--- src/rtl/acc_stream_dma_pkg.sv ---
`default_nettype none
// ============================================================================
// Module   : acc_dma_pkg
// Purpose  : Shared definitions for the accelerator stream DMA: job mode
//            codes, controller state encoding, and a mode validity helper.
// Ports    : none (package)
// Revision : 1.0 - initial release
// ============================================================================
package acc_dma_pkg;

  localparam int DATA_W = 32;

  // One-hot job codes, also forwarded unchanged on acc_ap_start.
  localparam logic [2:0] MODE_FIR    = 3'b001;
  localparam logic [2:0] MODE_MATMUL = 3'b010;
  localparam logic [2:0] MODE_SORT   = 3'b100;

  typedef enum logic [2:0] {
    IDLE   = 3'd0,
    LAUNCH = 3'd1,
    STREAM = 3'd2,
    DRAIN  = 3'd3,
    DONE   = 3'd4
  } state_t;

  function automatic logic mode_is_valid(input logic [2:0] mode);
    return (mode == MODE_FIR) || (mode == MODE_MATMUL) || (mode == MODE_SORT);
  endfunction

endpackage
`default_nettype wire

--- src/rtl/acc_stream_dma_if.sv ---
`default_nettype none
// ============================================================================
// Module   : acc_stream_dma_if
// Purpose  : Accelerator-facing bundle of the DMA: job start handshake plus
//            the two data streams (DMA->accelerator and accelerator->DMA).
// Ports    : acc_ap_start/acc_ap_idle  job launch handshake
//            m_t*                      stream into the accelerator
//            s_t*                      stream out of the accelerator
//            modport master = DMA side, modport slave = accelerator side
// Revision : 1.0 - initial release
// ============================================================================
interface acc_stream_dma_if;
  import acc_dma_pkg::*;

  logic [2:0]        acc_ap_start;
  logic              acc_ap_idle;
  logic              m_tvalid;
  logic [DATA_W-1:0] m_tdata;
  logic              m_tlast;
  logic              m_tready;
  logic              s_tvalid;
  logic [DATA_W-1:0] s_tdata;
  logic              s_tlast;
  logic              s_tready;

  modport master (
    output acc_ap_start, m_tvalid, m_tdata, m_tlast, s_tready,
    input  acc_ap_idle, m_tready, s_tvalid, s_tdata, s_tlast
  );

  modport slave (
    input  acc_ap_start, m_tvalid, m_tdata, m_tlast, s_tready,
    output acc_ap_idle, m_tready, s_tvalid, s_tdata, s_tlast
  );

endinterface
`default_nettype wire

--- src/rtl/acc_stream_dma_pf_fifo.sv ---
`default_nettype none
// ============================================================================
// Module   : pf_fifo
// Purpose  : Small synchronous FIFO used to prefetch input words ahead of
//            the accelerator stream. Head word is presented combinationally.
// Ports    : clk, rst        clock, asynchronous active-high reset
//            push/push_data  write side
//            pop             consume head word
//            head            current head word
//            count           occupancy (0..DEPTH)
//            empty           occupancy is zero
// Revision : 1.0 - initial release
// ============================================================================
module pf_fifo #(
  parameter int WIDTH = 32,
  parameter int DEPTH = 4
) (
  input  logic                   clk,
  input  logic                   rst,
  input  logic                   push,
  input  logic [WIDTH-1:0]       push_data,
  input  logic                   pop,
  output logic [WIDTH-1:0]       head,
  output logic [$clog2(DEPTH):0] count,
  output logic                   empty
);

  localparam int AW = $clog2(DEPTH);

  logic [WIDTH-1:0] mem [DEPTH];
  logic [AW-1:0]    wr_ptr;
  logic [AW-1:0]    rd_ptr;
  logic             do_push;
  logic             do_pop;

  assign empty   = (count == '0);
  // A push into a full FIFO is only harmless if the head leaves this cycle.
  assign do_push = push && ((count != (AW+1)'(DEPTH)) || pop);
  assign do_pop  = pop && !empty;
  assign head    = mem[rd_ptr];

  always_ff @(posedge clk or posedge rst) begin
    if (rst) begin
      wr_ptr <= '0;
      rd_ptr <= '0;
      count  <= '0;
    end else begin
      if (do_push) wr_ptr <= wr_ptr + 1'b1;
      if (do_pop)  rd_ptr <= rd_ptr + 1'b1;
      case ({do_push, do_pop})
        2'b10:   count <= count + 1'b1;
        2'b01:   count <= count - 1'b1;
        default: count <= count;
      endcase
    end
  end

  // Storage carries no reset; pointers alone define what is valid.
  always_ff @(posedge clk) begin
    if (do_push) mem[wr_ptr] <= push_data;
  end

endmodule
`default_nettype wire

--- src/rtl/acc_stream_dma.sv ---
`default_nettype none
// ============================================================================
// Module   : acc_stream_dma
// Purpose  : Runs one accelerator job: launches it, prefetches input words
//            from memory into the accelerator stream, and writes the result
//            stream back to memory through a one-entry write buffer.
// Ports    : clk, rst            clock, asynchronous active-high reset
//            cfg_*               job configuration and start pulse
//            busy/done/err       job status
//            rd_*                memory read port (data 1 cycle after grant)
//            wr_*                memory write port (held until wr_gnt)
//            acc                 accelerator start handshake and streams
// Revision : 1.0 - initial release
// ============================================================================
module acc_stream_dma
  import acc_dma_pkg::*;
#(
  parameter int ADDR_W   = 32,
  parameter int LEN_W    = 8,
  parameter int PF_DEPTH = 4
) (
  input  logic              clk,
  input  logic              rst,
  input  logic              cfg_start,
  input  logic [2:0]        cfg_mode,
  input  logic [ADDR_W-1:0] cfg_src_addr,
  input  logic [LEN_W-1:0]  cfg_src_len,
  input  logic [ADDR_W-1:0] cfg_dst_addr,
  input  logic [LEN_W-1:0]  cfg_dst_len,
  output logic              busy,
  output logic              done,
  output logic              err,
  output logic              rd_req,
  output logic [ADDR_W-1:0] rd_addr,
  input  logic              rd_gnt,
  input  logic              rd_valid,
  input  logic [DATA_W-1:0] rd_data,
  output logic              wr_req,
  output logic [ADDR_W-1:0] wr_addr,
  output logic [DATA_W-1:0] wr_data,
  input  logic              wr_gnt,
  acc_stream_dma_if.master  acc
);

  localparam int CW = $clog2(PF_DEPTH) + 1;
  localparam int SW = CW + 1;

  state_t            state;
  logic [2:0]        ap_start;
  logic [ADDR_W-1:0] src_addr;
  logic [ADDR_W-1:0] dst_addr;
  logic [LEN_W-1:0]  src_len;
  logic [LEN_W-1:0]  dst_len;
  logic [LEN_W-1:0]  issued;
  logic [LEN_W-1:0]  sent;
  logic [LEN_W-1:0]  received;
  logic [CW-1:0]     outstanding;
  logic              last_seen;

  logic [DATA_W-1:0] fifo_head;
  logic [CW-1:0]     fifo_count;
  logic              fifo_empty;
  logic              fetch_active;
  logic              rx_active;
  logic              rd_fire;
  logic              push;
  logic              pop;
  logic              s_fire;

  assign fetch_active = (state == LAUNCH) || (state == STREAM);
  assign rx_active    = (state == STREAM) || (state == DRAIN);

  // Reads in flight count against FIFO space, so a granted read always
  // finds room when its data returns.
  assign rd_req  = fetch_active && (issued < src_len) &&
                   (({1'b0, fifo_count} + {1'b0, outstanding}) < SW'(PF_DEPTH));
  assign rd_addr = src_addr + ADDR_W'({issued, 2'b00});
  assign rd_fire = rd_req && rd_gnt;
  // Data for reads issued before a reset is ignored.
  assign push    = rd_valid && fetch_active && (outstanding != '0);

  // Sending waits for the accelerator to have left idle.
  assign acc.m_tvalid     = (state == STREAM) && !fifo_empty;
  assign acc.m_tdata      = acc.m_tvalid ? fifo_head : '0;
  assign acc.m_tlast      = acc.m_tvalid && (sent == (src_len - 1'b1));
  assign acc.acc_ap_start = ap_start;
  assign pop              = acc.m_tvalid && acc.m_tready;

  assign acc.s_tready = rx_active && (!wr_req || wr_gnt);
  assign s_fire       = acc.s_tvalid && acc.s_tready;

  pf_fifo #(
    .WIDTH (DATA_W),
    .DEPTH (PF_DEPTH)
  ) u_fifo (
    .clk       (clk),
    .rst       (rst),
    .push      (push),
    .push_data (rd_data),
    .pop       (pop),
    .head      (fifo_head),
    .count     (fifo_count),
    .empty     (fifo_empty)
  );

  always_ff @(posedge clk or posedge rst) begin
    if (rst) begin
      state       <= IDLE;
      ap_start    <= '0;
      src_addr    <= '0;
      dst_addr    <= '0;
      src_len     <= '0;
      dst_len     <= '0;
      issued      <= '0;
      sent        <= '0;
      received    <= '0;
      outstanding <= '0;
      last_seen   <= 1'b0;
      busy        <= 1'b0;
      done        <= 1'b0;
      err         <= 1'b0;
      wr_req      <= 1'b0;
      wr_addr     <= '0;
      wr_data     <= '0;
    end else begin
      done <= 1'b0;

      if (rd_fire) issued <= issued + 1'b1;
      case ({rd_fire, push})
        2'b10:   outstanding <= outstanding + 1'b1;
        2'b01:   outstanding <= outstanding - 1'b1;
        default: outstanding <= outstanding;
      endcase
      if (pop) sent <= sent + 1'b1;

      // Write buffer: a granted entry empties unless refilled below.
      if (wr_req && wr_gnt) wr_req <= 1'b0;
      if (s_fire) begin
        if (acc.s_tlast) last_seen <= 1'b1;
        if (received != dst_len) begin
          wr_req   <= 1'b1;
          wr_addr  <= dst_addr + ADDR_W'({received, 2'b00});
          wr_data  <= acc.s_tdata;
          received <= received + 1'b1;
        end else begin
          // Result buffer is full: consume the word so the accelerator
          // can finish, and flag the overflow.
          err <= 1'b1;
        end
      end

      case (state)
        IDLE: begin
          if (cfg_start) begin
            if (mode_is_valid(cfg_mode) && (cfg_src_len != '0)) begin
              src_addr  <= cfg_src_addr;
              dst_addr  <= cfg_dst_addr;
              src_len   <= cfg_src_len;
              dst_len   <= cfg_dst_len;
              ap_start  <= cfg_mode;
              issued    <= '0;
              sent      <= '0;
              received  <= '0;
              last_seen <= 1'b0;
              err       <= 1'b0;
              busy      <= 1'b1;
              state     <= LAUNCH;
            end else begin
              done <= 1'b1;
              err  <= 1'b1;
            end
          end
        end
        LAUNCH: begin
          if (!acc.acc_ap_idle) begin
            ap_start <= '0;
            state    <= STREAM;
          end
        end
        STREAM: begin
          if (pop && acc.m_tlast) state <= DRAIN;
        end
        DRAIN: begin
          if (last_seen && !wr_req) begin
            done  <= 1'b1;
            busy  <= 1'b0;
            state <= DONE;
          end
        end
        DONE: begin
          state <= IDLE;
        end
        default: state <= IDLE;
      endcase
    end
  end

endmodule
`default_nettype wire

--- src/flat_wrapper.sv ---
// flat-port wrapper written by rule: the top's interface ports become plain ports
module acc_stream_dma_flat import acc_dma_pkg::*;
#(
  parameter int ADDR_W   = 32,
  parameter int LEN_W    = 8,
  parameter int PF_DEPTH = 4
)
  (clk, rst, cfg_start, cfg_mode, cfg_src_addr, cfg_src_len, cfg_dst_addr, cfg_dst_len, busy, done, err, rd_req, rd_addr, rd_gnt, rd_valid, rd_data, wr_req, wr_addr, wr_data, wr_gnt, acc_acc_ap_start, acc_m_tvalid, acc_m_tdata, acc_m_tlast, acc_s_tready, acc_acc_ap_idle, acc_m_tready, acc_s_tvalid, acc_s_tdata, acc_s_tlast);
  acc_stream_dma_if acc_i ();
  input  logic clk;
  input  logic rst;
  input  logic cfg_start;
  input  logic [2:0] cfg_mode;
  input  logic [ADDR_W-1:0] cfg_src_addr;
  input  logic [LEN_W-1:0] cfg_src_len;
  input  logic [ADDR_W-1:0] cfg_dst_addr;
  input  logic [LEN_W-1:0] cfg_dst_len;
  output logic busy;
  output logic done;
  output logic err;
  output logic rd_req;
  output logic [ADDR_W-1:0] rd_addr;
  input  logic rd_gnt;
  input  logic rd_valid;
  input  logic [DATA_W-1:0] rd_data;
  output logic wr_req;
  output logic [ADDR_W-1:0] wr_addr;
  output logic [DATA_W-1:0] wr_data;
  input  logic wr_gnt;
  output wire logic [$bits(acc_i.acc_ap_start)-1:0] acc_acc_ap_start;
  output wire logic [$bits(acc_i.m_tvalid)-1:0] acc_m_tvalid;
  output wire logic [$bits(acc_i.m_tdata)-1:0] acc_m_tdata;
  output wire logic [$bits(acc_i.m_tlast)-1:0] acc_m_tlast;
  output wire logic [$bits(acc_i.s_tready)-1:0] acc_s_tready;
  input wire logic [$bits(acc_i.acc_ap_idle)-1:0] acc_acc_ap_idle;
  input wire logic [$bits(acc_i.m_tready)-1:0] acc_m_tready;
  input wire logic [$bits(acc_i.s_tvalid)-1:0] acc_s_tvalid;
  input wire logic [$bits(acc_i.s_tdata)-1:0] acc_s_tdata;
  input wire logic [$bits(acc_i.s_tlast)-1:0] acc_s_tlast;
  assign acc_acc_ap_start = acc_i.acc_ap_start;
  assign acc_m_tvalid = acc_i.m_tvalid;
  assign acc_m_tdata = acc_i.m_tdata;
  assign acc_m_tlast = acc_i.m_tlast;
  assign acc_s_tready = acc_i.s_tready;
  assign acc_i.acc_ap_idle = acc_acc_ap_idle;
  assign acc_i.m_tready = acc_m_tready;
  assign acc_i.s_tvalid = acc_s_tvalid;
  assign acc_i.s_tdata = acc_s_tdata;
  assign acc_i.s_tlast = acc_s_tlast;
  acc_stream_dma #(.ADDR_W(ADDR_W), .LEN_W(LEN_W), .PF_DEPTH(PF_DEPTH)) u_core (.clk(clk), .rst(rst), .cfg_start(cfg_start), .cfg_mode(cfg_mode), .cfg_src_addr(cfg_src_addr), .cfg_src_len(cfg_src_len), .cfg_dst_addr(cfg_dst_addr), .cfg_dst_len(cfg_dst_len), .busy(busy), .done(done), .err(err), .rd_req(rd_req), .rd_addr(rd_addr), .rd_gnt(rd_gnt), .rd_valid(rd_valid), .rd_data(rd_data), .wr_req(wr_req), .wr_addr(wr_addr), .wr_data(wr_data), .wr_gnt(wr_gnt), .acc(acc_i));
endmodule
--- config.mk ---
export PLATFORM = sky130hd
export DESIGN_NAME = acc_stream_dma_flat
export DESIGN_NICKNAME = d
export VERILOG_FILES = /design/src/rtl/acc_stream_dma_pkg.sv /design/src/rtl/acc_stream_dma_if.sv /design/src/rtl/acc_stream_dma_pf_fifo.sv /design/src/rtl/acc_stream_dma.sv /design/src/flat_wrapper.sv
export SDC_FILE = /design/constraint.sdc
export NUM_CORES = 1
export LEC_CHECK = 0
export BUFFER_PORTS_ARGS = -buffer_cell sky130_fd_sc_hd__buf_2
export CORE_ASPECT_RATIO = 1.75
export CORE_MARGIN = 10
export CORE_UTILIZATION = 44
export CTS_CLUSTER_DIAMETER = 120
export DETAILED_ROUTE_END_ITERATION = 10
export PLACE_DENSITY = 0.67
export SLEW_MARGIN = 20
export SYNTH_ARGS = -nofsm -noshare
export SYNTH_HDL_FRONTEND = slang
export SYNTH_HIERARCHICAL = 1
export SYNTH_SLANG_ARGS = --single-unit
export TNS_END_PERCENT = 50
--- constraint.sdc ---
create_clock -name clk -period 5.5 [get_ports clk]
set_input_delay 0.55 -clock clk [delete_from_list [all_inputs] [get_ports clk]]
set_output_delay 0.55 -clock clk [all_outputs]
set_load 0.01 [all_outputs]
# --- After elaboration in Yosys (flattened, before gate mapping) ---
# Memories as Yosys holds them, arrays and structs flattened.
# Cells that the tools add are included.
totals:
  ff_bits: 189
  latchBits: 0
  ram_bits: 128
  rom_bits: 0
  inputBits: 157
  memories: 1
op_classes:
  addsub: 13
  mul: 0
  div_mod_pow: 0
  n_lt_le_gt_ge: 2
  n_eq_ne: 18
  shift: 0
  n_mux: 48
  bitwise_logic: 0
  n_reduce_logical: 37
memory_table:
  columns: ["name", "words", "word_bits", "read_ports", "rd_clocked_by_memory_dff", "wr", "line", "rtl"]
  rows:
  - ["u_core.u_fifo.mem", 4, 32, 1, 0, 1, "acc_stream_dma_pf_fifo.sv:30", "logic [WIDTH-1:0] mem [DEPTH];"]
op_table:
  columns: ["op", "n"]
  rows:
  - ["$mux W8", 13]
  - ["$add A32 B10 Y32", 2]
  - ["$mux W32", 1]
  - ["$add A8 B1 Y8 const B", 3]
  - ["$mux W3", 8]
  - ["$mux W1", 20]
  - ["$pmux W3 S2", 3]
  - ["$logic_and A1 B1 Y1", 16]
  - ["$pmux W3 S4", 1]
  - ["$eq A3 B2 Y1 const B", 3]
  - ["$eq A8 B8 Y1", 1]
  - ["$lt A8 B8 Y1", 1]
  - ["$ne A2 B2 Y1 const B", 4]
  - ["$ne A8 B8 Y1", 1]
  - ["$reduce_and A4 Y1", 2]
  - ["$reduce_bool A2 Y1", 4]
  - ["$reduce_bool A8 Y1", 1]
  - ["$sub A8 B1 Y8 const B", 1]
  - ["$add A3 B1 Y3 const B", 2]
  - ["$eq A3 B1 Y1 const B", 2]
  - ["$logic_not A3 Y1", 2]
  - ["$logic_or A1 B1 Y1", 6]
  - ["$sub A3 B1 Y3 const B", 2]
  - ["$reduce_and A5 Y1", 1]
  - ["other kinds (13)", 18]

# --- Depth between registers and ports, before layout ---
logic_depth:
  word_depth: 9
  ltp_mapped: 13
  ltp_nobuf: 13

# --- Modules after synthesis ---
# The synthesis kept the hierarchy.
modules_own_cells:
  columns: ["module", "n_inst", "cells_per_inst", "area_per_inst_um2", "seq_area_each_um2"]
  rows:
  - ["acc_stream_dma", 1, 1094, 9521.6, 4554.4]
  - ["pf_fifo", 1, 206, 5033.6, 4018.9]

# --- Worst setup path after synthesis ---
# Ideal clock, no wire load.
synth_path:
  kind: "register to register"
  start: "register u_core.outstanding[2]"
  end: "register u_core.outstanding[2]"
  setup_ns: 0.125
  arrival_ns: 2.573
  setup_slack_ns: 2.802
  path_stages_with_launch: 13
  n_path_buf: 0
  period_less_slack_ns: 2.698
  cell_sequence: "dfrtp_1 -> ha_1 -> or4_1 -> a21oi_1 -> nand4_1 -> a211oi_2 -> inv_1 -> ha_1 -> inv_1 -> fa_1 -> xor2_1 -> nor2_1 -> xor2_1"
synth_via:
  elab_chain_cells: 6
  elab_cells_between_ends: 12
  classes_between: "add/sub (3); order compare (1); eq/ne (2); mux (1); reduce/logical (5)"
synth_lines:
  columns: ["element", "line", "rtl"]
  rows:
  - ["from (decl)", "acc_stream_dma.sv:57", "logic [CW-1:0] outstanding;"]
  - ["from (signal assigned)", "acc_stream_dma.sv:130", "2'b10: outstanding <= outstanding + 1'b1;"]
  - ["from (signal assigned)", "acc_stream_dma.sv:131", "2'b01: outstanding <= outstanding - 1'b1;"]
  - ["from (signal assigned)", "acc_stream_dma.sv:132", "default: outstanding <= outstanding;"]
  - ["$add A3 B3 Y4", "acc_stream_dma.sv:76", "(({1'b0, fifo_count} + {1'b0, outstanding}) < SW'(PF_DEPTH));"]
  - ["$lt A4 B3 Y1", "acc_stream_dma.sv:76", null]
  - ["$logic_and A1 B1 Y1", "acc_stream_dma.sv:75", "assign rd_req = fetch_active && (issued < src_len) &&"]
  - ["$logic_and A1 B1 Y1", "acc_stream_dma.sv:78", "assign rd_fire = rd_req && rd_gnt;"]
  - ["$eq A2 B1 Y1 / $eq A2 B2 Y1 (equally long branches)", "acc_stream_dma.sv:129", "case ({rd_fire, push})"]
  - ["$pmux W3 S2 / $reduce_bool A2 Y1 (equally long branches)", null, null]
# Parallel ways exist; a longest one is shown, timed or not.
# A chain may end at the register's enable or synchronous reset.

# --- Worst setup path after layout ---
layout_path:
  start: "register u_core.issued[0]"
  end: "output port rd_addr[28]"
layout_via:
  elab_chain_cells: 1
layout_lines:
  columns: ["element", "line", "rtl"]
  rows:
  - ["from (decl)", "acc_stream_dma.sv:54", "logic [LEN_W-1:0] issued;"]
  - ["from (signal assigned)", "acc_stream_dma.sv:128", "if (rd_fire) issued <= issued + 1'b1;"]
  - ["$add A32 B10 Y32", "acc_stream_dma.sv:77", "assign rd_addr = src_addr + ADDR_W'({issued, 2'b00});"]
  - ["to (decl)", "flat_wrapper.sv:22", "output logic [ADDR_W-1:0] rd_addr;"]
# Every way passes these cells.

==> results.sh <==
export IMPL_regArea_sq_um=8574
export IMPL_drc=0
export IMPL_worst_pin_slew_ns=0.9001
export IMPL_syn_num_nets=1496
export IMPL_postRouteAntennaNets=0
export IMPL_cp_max_fo=11
export IMPL_die_width_um=157.5
export IMPL_synth_cell_types=53
export IMPL_start_kind="flip-flop"
export IMPL_slew_violations=0
export IMPL_syn_avg_cell_area_sq_um=11.20
export IMPL_gr_usage_all_layers=0.1769
export IMPL_p_leak_nw=8.069
export IMPL_max_vdd_ir_drop_v=0.0003080
export IMPL_final_cells=2025
export IMPL_n_fill_cell=2925
export IMPL_placed_cells=1959
export IMPL_gp_congestion=0.8645
export IMPL_pre_cts_ws_ns=2.266
export IMPL_synthArstFlopShare=0.5962
export IMPL_hold_class="in2reg"
export IMPL_fp_row_count=88
export IMPL_io_pin_count=296
export IMPL_top_layer="met5"
export IMPL_ys_flop_type="dfrtp_1"
export IMPL_hpwl_mm=26.84
export IMPL_synth_commonest_cells="382 x nand2_1, 189 x dfrtp_1, 128 x edfxtp_1, 53 x nor2_1, 53 x o21ai_0"
export IMPL_grt_max_degree=77
export IMPL_wl_met2_mm=19.68
export IMPL_yosysSeqAreaShare=0.5890
export IMPL_worstSkewPairLatency_ns=0.58
export IMPL_vias=10380
export IMPL_dieHeight_um=260.6
export IMPL_finalCriticalPeriod_ns=3.784
export IMPL_fmax_ghz=0.2643
export IMPL_initial_utilization=0.4436
export IMPL_cts_tree="built"
export IMPL_synthTopCellsByArea="dfrtp_1 32%, edfxtp_1 26%, nand2_1 9.9%, mux4_2 5.0%, ha_1 3.0%"
export IMPL_netlist_area_sq_um=14560
export IMPL_rsz0062_at_grt="false"
export IMPL_wl_met3_mm=2.689
export IMPL_fin_crit_sh=0.6879
export IMPL_wl_per_cell_um=18.33
export IMPL_numCtsBuffers=29
export IMPL_antenna_found_initial=11
export IMPL_multi_input_area_sq_um=5569
export IMPL_design_core_area_sq_um=32810
export IMPL_portBuffers=295
export IMPL_crit_path_end_kind="primary output"
export IMPL_synth_top_area_cell="dfrtp_1"
export IMPL_drtIter0Drc=394
export IMPL_arrival_ns=3.23
export IMPL_synth_edf_count=128
export IMPL_post_cts_buffers=0
export IMPL_maxCapViolCount=0
export IMPL_grt_pass1_wl_mm=57.78
export IMPL_area_growth_syn_to_layout_pct=19.89
export IMPL_power_density_nw_per_um2=539.2
export IMPL_critPathRequiredTime_ns=4.95
export IMPL_finalSetupViolCount=0
export IMPL_finClkSkew_ns=0.03179
export IMPL_dieArea_sq_um=41040
export IMPL_setup_tns_ns=0
export IMPL_fin_nets=1782
export IMPL_totalWireLength_mm=37.13
export IMPL_slew_headroom=0.3999
export IMPL_grt_pass1_vias=10740
export IMPL_status="finished, final reports clean"
export IMPL_cts_root_buf="clkbuf_16"
export IMPL_cts_sinks=317
export IMPL_yosysMostFrequentCell="nand2_1"
export IMPL_worstSetupPathType="reg2out"
export IMPL_ys_ff_latch=317
export IMPL_syn_inst=1300
export IMPL_fin_ws_ns=1.716
export IMPL_wl_met1_mm=13.55
export IMPL_yosys_warnings=6
export IMPL_drive_gt1_frac=0.2494
export IMPL_post_cts_resized=0
export IMPL_clk_pin_slew_ns=0.06
export IMPL_grt_overflow=0
export IMPL_clockBufferDepth=3
export IMPL_first_pass_iters=5
export IMPL_cts_hold_buf=1
export IMPL_htreeDepth=1
export IMPL_yosysTopAreaCellShare=0.3249
export IMPL_final_hold_violation_count=0
export IMPL_vias_per_cell=5.126
cells by family after synthesis:
kind of cell	synth area share
and+or+nand+nor	0.1814
muxes	0.05467
xor gates and xnor gates	0.05656
adders and majority gates	0.03559
AOI/OAI and AO/OA	0.05269
DFF	0.5890
buffers and inverters	0.03009
routing by layer:
layer  GRT usage  vias up
met1      0.1949     4974
met3     0.04450       63
met4     0.07586        8
met5           0        -
met2      0.3143      313
li1            -     5022
critical path, cell delays in order (launching register included):
cell     delay [ns]
dfrtp_1        0.41
ha_1           0.19
inv_1          0.05
fa_1           0.40
nor2b_1        0.12
o21a_1         0.14
o21ai_0        0.11
a21oi_1        0.71
nand3_1        0.18
xnor2_1        0.19
buf_2          0.16
power breakdown:
group          internal (W)  switching [W]  total, W  leakage, nW
sequential          0.00324       0.000594   0.00384         3.53
combinational       0.00148        0.00194   0.00343         4.05
clock               0.00125       0.000896   0.00215        0.490
worst paths after layout:
kind	to	slack, ns	start	cells after the start
min reg2reg	u_core/wr_data[14]$_DFFE_PP0P_	0.47	u_core/wr_data[14]$_DFFE_PP0P_	2
max in group asynchronous	u_core/issued[6]$_DFF_PP0_	3.63	rst	4
max	rd_addr[28]	1.72	u_core/issued[0]$_DFF_PP0_	10
max reg2reg	u_core/u_fifo/count[2]$_DFFE_PP0P_	2.41	u_core/u_fifo/count[0]$_DFFE_PP0P_	13
min in group asynchronous	u_core/u_fifo/count[0]$_DFFE_PP0P_	0.49	rst	3
min	u_core/dst_addr[23]$_DFFE_PP0P_	0.16	cfg_dst_addr[23]	3
layout make-up:
type	count	area share
Timing Repair Buffer	311	0.09163
Clock inverter	17	0.01398
Multi-Input combinational cell	888	0.3191
Sequential cell	317	0.4914
Clock buffer	36	0.04445
Tap cell	405	0.02904
Inverter	39	0.008676
Antenna cell	12	0.001721
registers in the layout, indices dropped and copies added (netlist names), 3 cells and up:
register and cells:
u_core/src_len 8, u_core/u_fifo/mem 128, u_core/dst_len 8, u_core/u_fifo/count 3
u_core/acc.acc_ap_start 3, u_core/received 8, u_core/outstanding 3, u_core/sent 8
u_core/wr_data 32, u_core/wr_addr 32, u_core/dst_addr 32, u_core/state 3
u_core/issued 8, u_core/src_addr 32
metrics by stage:
step                      total power [W]  utilization  hold slack [ns]  instance area (sq um)
after floorplan                  0.006073            -           0.3534                  14560
after global placement           0.007269       0.4995           0.4533                  16390
after detailed placement         0.007365       0.4995           0.4570                  16390
after CTS                        0.009549       0.5309           0.1361                  17420
after global routing              0.01009       0.5314           0.1485                  17440
final                            0.009410       0.5318           0.1615                  17450
placed cells by master (no fill, tap or decap), types with 29 or more instances in the layout:
master     instances
xnor2_1           47
o21ai_0           53
mux4_2            32
nand2_1          382
and2_1            44
xor2_1            47
nor2_1            53
ha_1              35
inv_1             38
dfrtp_1          188
nand3_1           29
edfxtp_1         128
buf_2            295
clkbuf_16         30
Power figures use the tool's default switching activity.
